===== config.mk =====
export PLATFORM = sky130hd
export DESIGN_NAME = sha3_block_packer
export DESIGN_NICKNAME = d
export VERILOG_FILES = /design/src/rtl/sha3_pkg.sv /design/src/rtl/sha3_pad_lane.sv /design/src/rtl/sha3_block_packer.sv
export SDC_FILE = /design/constraint.sdc
export NUM_CORES = 2
export LEC_CHECK = 0
export CAP_MARGIN = 15
export CORE_AREA = 2 2 454 456
export CTS_CLUSTER_SIZE = 12
export DETAILED_ROUTE_END_ITERATION = 10
export DIE_AREA = 0 0 456 458
export HOLD_SLACK_MARGIN = 0.06
export PLACE_DENSITY = 0.48
export SYNTH_ARGS = -nofsm -noshare
export SYNTH_HDL_FRONTEND = slang
export SYNTH_SLANG_ARGS = --single-unit

===== constraint.sdc =====
create_clock -name clk -period 3.83 [get_ports clk]
set_input_delay 0.5745 -clock clk [delete_from_list [all_inputs] [get_ports clk]]
set_output_delay 0.5745 -clock clk [all_outputs]
set_load 0.02 [all_outputs]

===== src/rtl/sha3_pkg.sv =====
// Shared constants and state encoding for the SHA3-256 message block packer.
package sha3_pkg;

  localparam int          LANE_W     = 64;
  localparam int          RATE_LANES = 17;
  localparam int          RATE_BITS  = LANE_W * RATE_LANES;
  localparam int          RATE_BYTES = RATE_BITS / 8;
  localparam logic [7:0]  PAD_FIRST  = 8'h06;
  localparam logic [7:0]  PAD_LAST   = 8'h80;

  typedef enum logic [1:0] {
    FILL  = 2'd0,
    HOLD  = 2'd1,
    EXTRA = 2'd2
  } state_e;

endpackage


===== src/rtl/sha3_pad_lane.sv =====
// Masks the unused bytes of a message word and applies the SHA3 pad bytes that fall inside this lane.
module sha3_pad_lane
  import sha3_pkg::*;
#(
  parameter logic [7:0] DS_BYTE = PAD_FIRST
) (
  input  logic [LANE_W-1:0] word_i,
  input  logic [3:0]        bytes_i,
  input  logic              pad_first_en_i,
  input  logic              pad_last_en_i,
  output logic [LANE_W-1:0] lane_o
);

  always_comb begin
    // NOTE: lane_o gets a full default before the loop so no path leaves it unassigned (no latch).
    lane_o = '0;
    for (int k = 0; k < LANE_W / 8; k++) begin
      if (4'(k) < bytes_i) lane_o[8*k +: 8] = word_i[8*k +: 8];
      if (pad_first_en_i && (4'(k) == bytes_i)) lane_o[8*k +: 8] = lane_o[8*k +: 8] ^ DS_BYTE;
    end
    if (pad_last_en_i) lane_o[LANE_W-1 -: 8] = lane_o[LANE_W-1 -: 8] ^ PAD_LAST;
  end

endmodule


===== src/rtl/sha3_block_packer.sv =====
// Packs a 64-bit message stream into padded 1088-bit SHA3-256 rate blocks.
// Optional macro SHA3_PACK_CNT_EN adds blk_cnt_o, the per-message block handshake count.
module sha3_block_packer
  import sha3_pkg::*;
#(
  parameter logic [7:0] DS_BYTE = PAD_FIRST
) (
  input  logic                 clk,
  input  logic                 rst_n,
  input  logic                 in_valid_i,
  output logic                 in_ready_o,
  input  logic [LANE_W-1:0]    in_data_i,
  input  logic                 in_last_i,
  input  logic [3:0]           in_bytes_i,
  output logic                 blk_valid_o,
  input  logic                 blk_ready_i,
  output logic [RATE_BITS-1:0] blk_data_o,
  output logic                 blk_last_o
`ifdef SHA3_PACK_CNT_EN
  ,
  output logic [15:0]          blk_cnt_o
`endif
);

  localparam logic [4:0] LAST_IDX = 5'(RATE_LANES - 1);

  state_e                               state_q;
  logic [4:0]                           idx_q;
  logic [RATE_LANES-1:0][LANE_W-1:0]    blk_q;
  logic                                 extra_pending_q;
  logic                                 in_ready_q;
  logic                                 blk_valid_q;
  logic                                 blk_last_q;

  logic [3:0]        nb_d;
  logic              full_last_d;
  logic              at_end_d;
  logic              accept_d;
  logic [LANE_W-1:0] lane_d;

  // Non-last words always carry 8 bytes; a last word's count is clamped to 8.
  assign nb_d        = !in_last_i ? 4'd8 : ((in_bytes_i > 4'd8) ? 4'd8 : in_bytes_i);
  assign full_last_d = in_last_i && (nb_d == 4'd8);
  assign at_end_d    = (idx_q == LAST_IDX);
  assign accept_d    = in_valid_i && in_ready_q;

  sha3_pad_lane #(.DS_BYTE(DS_BYTE)) u_pad_lane (
    .word_i         (in_data_i),
    .bytes_i        (nb_d),
    .pad_first_en_i (in_last_i && !full_last_d),
    .pad_last_en_i  (in_last_i && !full_last_d && at_end_d),
    .lane_o         (lane_d)
  );

  always_ff @(posedge clk) begin
    // NOTE: the block buffer is cleared on reset because unwritten lanes must read as zero.
    if (!rst_n) begin
      state_q         <= FILL;
      idx_q           <= '0;
      blk_q           <= '0;
      extra_pending_q <= 1'b0;
      in_ready_q      <= 1'b0;
      blk_valid_q     <= 1'b0;
      blk_last_q      <= 1'b0;
    end else begin
      // NOTE: non-blocking assignments throughout; later writes to the same lane win within a cycle.
      case (state_q)
        FILL: begin
          in_ready_q <= 1'b1;
          if (accept_d) begin
            blk_q[idx_q] <= lane_d;
            if (in_last_i) begin
              // A full last word pushes the first pad byte into the following lane.
              if (!at_end_d) blk_q[LAST_IDX] <= {PAD_LAST, 56'h0};
              if (full_last_d && !at_end_d) begin
                if (idx_q == LAST_IDX - 5'd1) blk_q[LAST_IDX] <= {PAD_LAST, 48'h0, DS_BYTE};
                else                          blk_q[idx_q + 5'd1] <= {56'h0, DS_BYTE};
              end
              extra_pending_q <= full_last_d && at_end_d;
              blk_last_q      <= !(full_last_d && at_end_d);
              state_q         <= HOLD;
              in_ready_q      <= 1'b0;
              blk_valid_q     <= 1'b1;
            end else if (at_end_d) begin
              blk_last_q  <= 1'b0;
              state_q     <= HOLD;
              in_ready_q  <= 1'b0;
              blk_valid_q <= 1'b1;
            end else begin
              idx_q <= idx_q + 5'd1;
            end
          end
        end
        HOLD: begin
          if (blk_ready_i) begin
            blk_q       <= '0;
            idx_q       <= '0;
            blk_valid_q <= 1'b0;
            blk_last_q  <= 1'b0;
            if (extra_pending_q) begin
              state_q <= EXTRA;
            end else begin
              state_q    <= FILL;
              in_ready_q <= 1'b1;
            end
          end
        end
        EXTRA: begin
          blk_q[0]        <= {56'h0, DS_BYTE};
          blk_q[LAST_IDX] <= {PAD_LAST, 56'h0};
          extra_pending_q <= 1'b0;
          blk_last_q      <= 1'b1;
          blk_valid_q     <= 1'b1;
          state_q         <= HOLD;
        end
        default: begin
          state_q     <= FILL;
          in_ready_q  <= 1'b0;
          blk_valid_q <= 1'b0;
        end
      endcase
    end
  end

  assign in_ready_o  = in_ready_q;
  assign blk_valid_o = blk_valid_q;
  assign blk_data_o  = blk_q;
  assign blk_last_o  = blk_last_q;

`ifdef SHA3_PACK_CNT_EN
  logic [15:0] cnt_q;
  logic        cnt_clear_q;

  // The count survives the final block and drops to zero once the next message starts.
  always_ff @(posedge clk) begin
    if (!rst_n) begin
      cnt_q       <= '0;
      cnt_clear_q <= 1'b0;
    end else if ((state_q == HOLD) && blk_ready_i) begin
      if (cnt_q != 16'hFFFF) cnt_q <= cnt_q + 16'd1;
      if (blk_last_q) cnt_clear_q <= 1'b1;
    end else if (cnt_clear_q && accept_d) begin
      cnt_q       <= '0;
      cnt_clear_q <= 1'b0;
    end
  end

  assign blk_cnt_o = cnt_q;
`endif

endmodule


==> impl_results.md <==
- Status: complete, no violations
- Min-delay src: rst_n
- CTS Hold Bufs: 0
- Worst skew pair latency: 0.79 ns
- 1st-iter DRT viols: 3,648
- Total CTS buffers: 137
- CTS tree: done
- Detailed-route wire length per cell: 30.2 um
- Top-Level Pins: 1,164
- Max-cap viol count: 0
- CP cell instances: ha_1 > nand2_1 > nor2_1 > ha_1 > and3b_1 > nand4_2 > buf_4 > o41ai_4 > buf_12 > buf_12 > a211oi_1
- Post-synth EDFFs: 0
- FF-to-FF Start: idx_q[0]
- DIE AREA: 209,000 um2
- Final setup violating endpoints: 0
- Overall Global Routing Usage: 23.7%
- Port Buffer Count: 1,163
- # resized after CTS: 0
- Pin count of the biggest net entering global routing: 102
- Drc violations: 0
- Area growth, synth to finish: 48.1%
- Initial Util: 20.9%
- FF-to-FF setup slack: 0.43 ns
- Initial antenna violation count: 22
- Chip Height: 458 um
- CP top delay family: simple AND/OR/NAND/NOR gates
- Initial DRT Pass Iterations: 6
- Mapped Cells: 4,766
- Worst Path Max Fanout: 28
- Core ar.: 204,000 um2
- Total Wirelength: 259,000 um
- Maximum vdd drop: 350 uV
- Vias per cell: 4.82
- Crit path DAT: 4.04 ns
- Die W: 456 um
- Hold slack: 0.262 ns
- Setup crit end kind: flop
- Routability cong.: 0.847
- Seq cells post-synth: 1,099
- Root buf cell: clkbuf_16
- Cell Pwr Density: 432 nW/um2
- H-tree levels: 4
- Fin crit share: 88.8%
- Cells on Worst Hold Path: 3
- Worst Path Buf+Inv: 3
- PnR worst setup slack: 0.427 ns
- Share of cells above drive strength 1: 10.1%
- RSZ-0062 raised after global routing: no
- Rows: 166
- Worst Path Required: 4.47 ns
- Slew @ Worst Pin: 1.28 ns
- Clk_skew: 0.0255 ns
- Seq/Total Area, Yosys: 51.7%
- DP Wirelength: 181,000 um
- Sink Count: 1,099
- Synthesized area: 42,600 um2
- CP max stage cell: and3b_1
- CP peak stage delay: 0.61 ns
- Final Hold Vio Count: 0
- Avg Synthesized Cell Area: 8.93 um2
- Main flop type after synthesis: dfxtp_1
- Reg2Reg Depth: 11
- Async S/R FF share, synth: 0%
- Final nets: 5,858
- Max Fclk: 0.294 GHz
- Mapped Nets: 4,848
- Worst reg2reg path endpoint: blk_data_o[553]
- Grt ovf: 0
- Kind of launch point of the worst setup path: flop
- First-pass GRT wire length: 344,000 um
- Slew margin rel.: 14.6%
- Leakage: 19.6 nW
- Post-route ant nets: 0
- Setup WS pre-CTS: -0.202 ns
- Pins Over Slew Limit: 0
- Worst hold endpoint: in_ready_o
- Post-CTS Setup Bufs: 0
- Synth cell types: 73
- Crit Path Class: reg -> reg
- Tmin final: 3.40 ns
- Worst-path clk slew: 0.06 ns
- Synth warn: 0
- Vias in the first global route: 38.7k
- Hold Crit Class: in -> reg
- Clk buf depth: 3
- Vias after detailed routing: 41.3k
report_power, final:
group / internal (mW) / switching, mW / leakage [nW]
clock: 7.65 / 5.60 / 2.22
combinational: 0.608 / 1.82 / 8.50
sequential: 11.5 / 0.0426 / 8.85
total: 19.8 / 7.46 / 19.6
cells in the final DEF (no fill, tap or decap), drive strengths merged, types with 4 or more instances in the layout:
| cell type | n |
|---|---|
| nor2 | 166 |
| buf | 213 |
| and3 | 11 |
| mux2 | 5 |
| ha | 9 |
| nand3 | 89 |
| a21boi | 34 |
| nand4 | 20 |
| nand4b | 6 |
| nor4bb | 6 |
| o41ai | 9 |
| a2111oi | 9 |
| nor4 | 39 |
| nor2b | 9 |
| clkinv | 25 |
| a21oi | 566 |
| inv | 26 |
| nand2 | 1038 |
| a211oi | 266 |
| diode | 7 |
| clkdlybuf4s50 | 1162 |
| o22ai | 9 |
| a31oi | 18 |
| o31a | 10 |
| nand2b | 4 |
| bufinv | 4 |
| nand4bb | 6 |
| dfxtp | 1099 |
| o21ai | 140 |
| clkbuf | 199 |
| mux2i | 347 |
| and4bb | 5 |
| o21a | 10 |
| o211ai | 68 |
| and2 | 20 |
| nor4b | 5 |
| nor3 | 186 |
sequential cells by signal, summed over array words and instances (netlist names):
register / flops
state_q: 2
in_ready_o: 1
blk_data_o: 1088
blk_last_o: 1
idx_q: 5
blk_valid_o: 1
extra_pending_q: 1
worst max path at each step:
stage,from,endpoint,slack [ns],cells after the start
floorplan,idx_q[0],blk_data_o[522],1.05,11
global placement,in_bytes_i[0],blk_data_o[625],-0.21,8
detailed placement,in_bytes_i[0],blk_data_o[626],-0.20,8
CTS,idx_q[0],blk_data_o[570],0.39,11
global route,idx_q[0],blk_data_o[537],0.24,11
finish,idx_q[0],blk_data_o[553],0.43,11
worst min-delay path: cells and delay by family:
| family | cells | cell delay (ns) |
|---|---|---|
| buf+inv | 1 | 0.23 |
| compound gates | 2 | 0.18 |
Yosys cell counts (4+ instances only):
cell | count | area share [%]
a2111oi_0 | 6 | 0.12
a211oi_1 | 263 | 4.6
a21boi_1 | 32 | 0.56
a21oi_1 | 532 | 6.3
a21oi_2 | 34 | 0.70
a31oi_1 | 18 | 0.26
and2_0 | 5 | 0.073
and2_1 | 15 | 0.22
and3_1 | 11 | 0.16
and4bb_2 | 4 | 0.12
buf_1 | 6 | 0.053
buf_2 | 115 | 1.4
buf_4 | 28 | 0.49
buf_6 | 36 | 0.95
clkbuf_1 | 319 | 2.8
dfxtp_1 | 1099 | 52
ha_1 | 9 | 0.26
inv_1 | 16 | 0.14
mux2_2 | 4 | 0.11
mux2i_1 | 347 | 8.2
nand2_1 | 1037 | 9.1
nand2b_1 | 4 | 0.059
nand3_1 | 89 | 1.0
nand4_1 | 16 | 0.24
nand4b_1 | 6 | 0.12
nand4bb_1 | 5 | 0.13
nor2_1 | 166 | 1.5
nor2b_1 | 9 | 0.13
nor3_1 | 181 | 2.1
nor3_2 | 5 | 0.12
nor4_1 | 36 | 0.53
nor4bb_1 | 6 | 0.14
o211ai_1 | 68 | 1.2
o21a_1 | 10 | 0.18
o21ai_0 | 106 | 1.2
o21ai_1 | 34 | 0.40
o22ai_1 | 9 | 0.13
o31a_1 | 10 | 0.21
o41ai_4 | 9 | 0.58
through the flow:
stage                     setup TNS (ns)  utilization [%]  area, um2  instances  power (mW)
after floorplan                        0                -      42600       4766        12.8
after global placement             -4.37             28.7      58500       8324        14.2
after detailed placement           -3.98             28.7      58500       8325        14.2
after CTS                              0             30.9      63000       8565        27.5
after global routing                   0             30.9      63000       8568        28.0
final                                  0             30.9      63100       8572        27.2
layer usage:
metal  vias up  track usage (%)  part of all wire (%)
met4         6             12.3                   5.6
met3       467             5.06                   6.6
met5         -                0                 0.015
li1      18500                -                     -
met1     20500             28.3                    40
met2      1804             39.7                    48
cell families (layout without fill, tap and decap cells):
group / Yosys count / count (layout) / synth area share [%]
DFF: 1099 / 1099 / 51.7
other: 0 / 7 / 0
muxes: 352 / 352 / 8.30
and+or+nand+nor: 1628 / 1628 / 16.7
adders and majority gates: 9 / 9 / 0.264
buffers and inverters: 521 / 1632 / 5.81
AOI/OAI and AO/OA: 1157 / 1157 / 17.2
cell type report:
cell class                 count  area (um2)
tap                         2688        3360
multi-input combinational   3146       18900
clock inverter                41         472
antenna                        7        17.5
sequential                  1099       22000
clock buffer                 199        4050
inverter                      17        66.3
fill                       21300      141000
timing repair buffer        1375       14200
No activity file was read; power rests on OpenSTA's default activity.
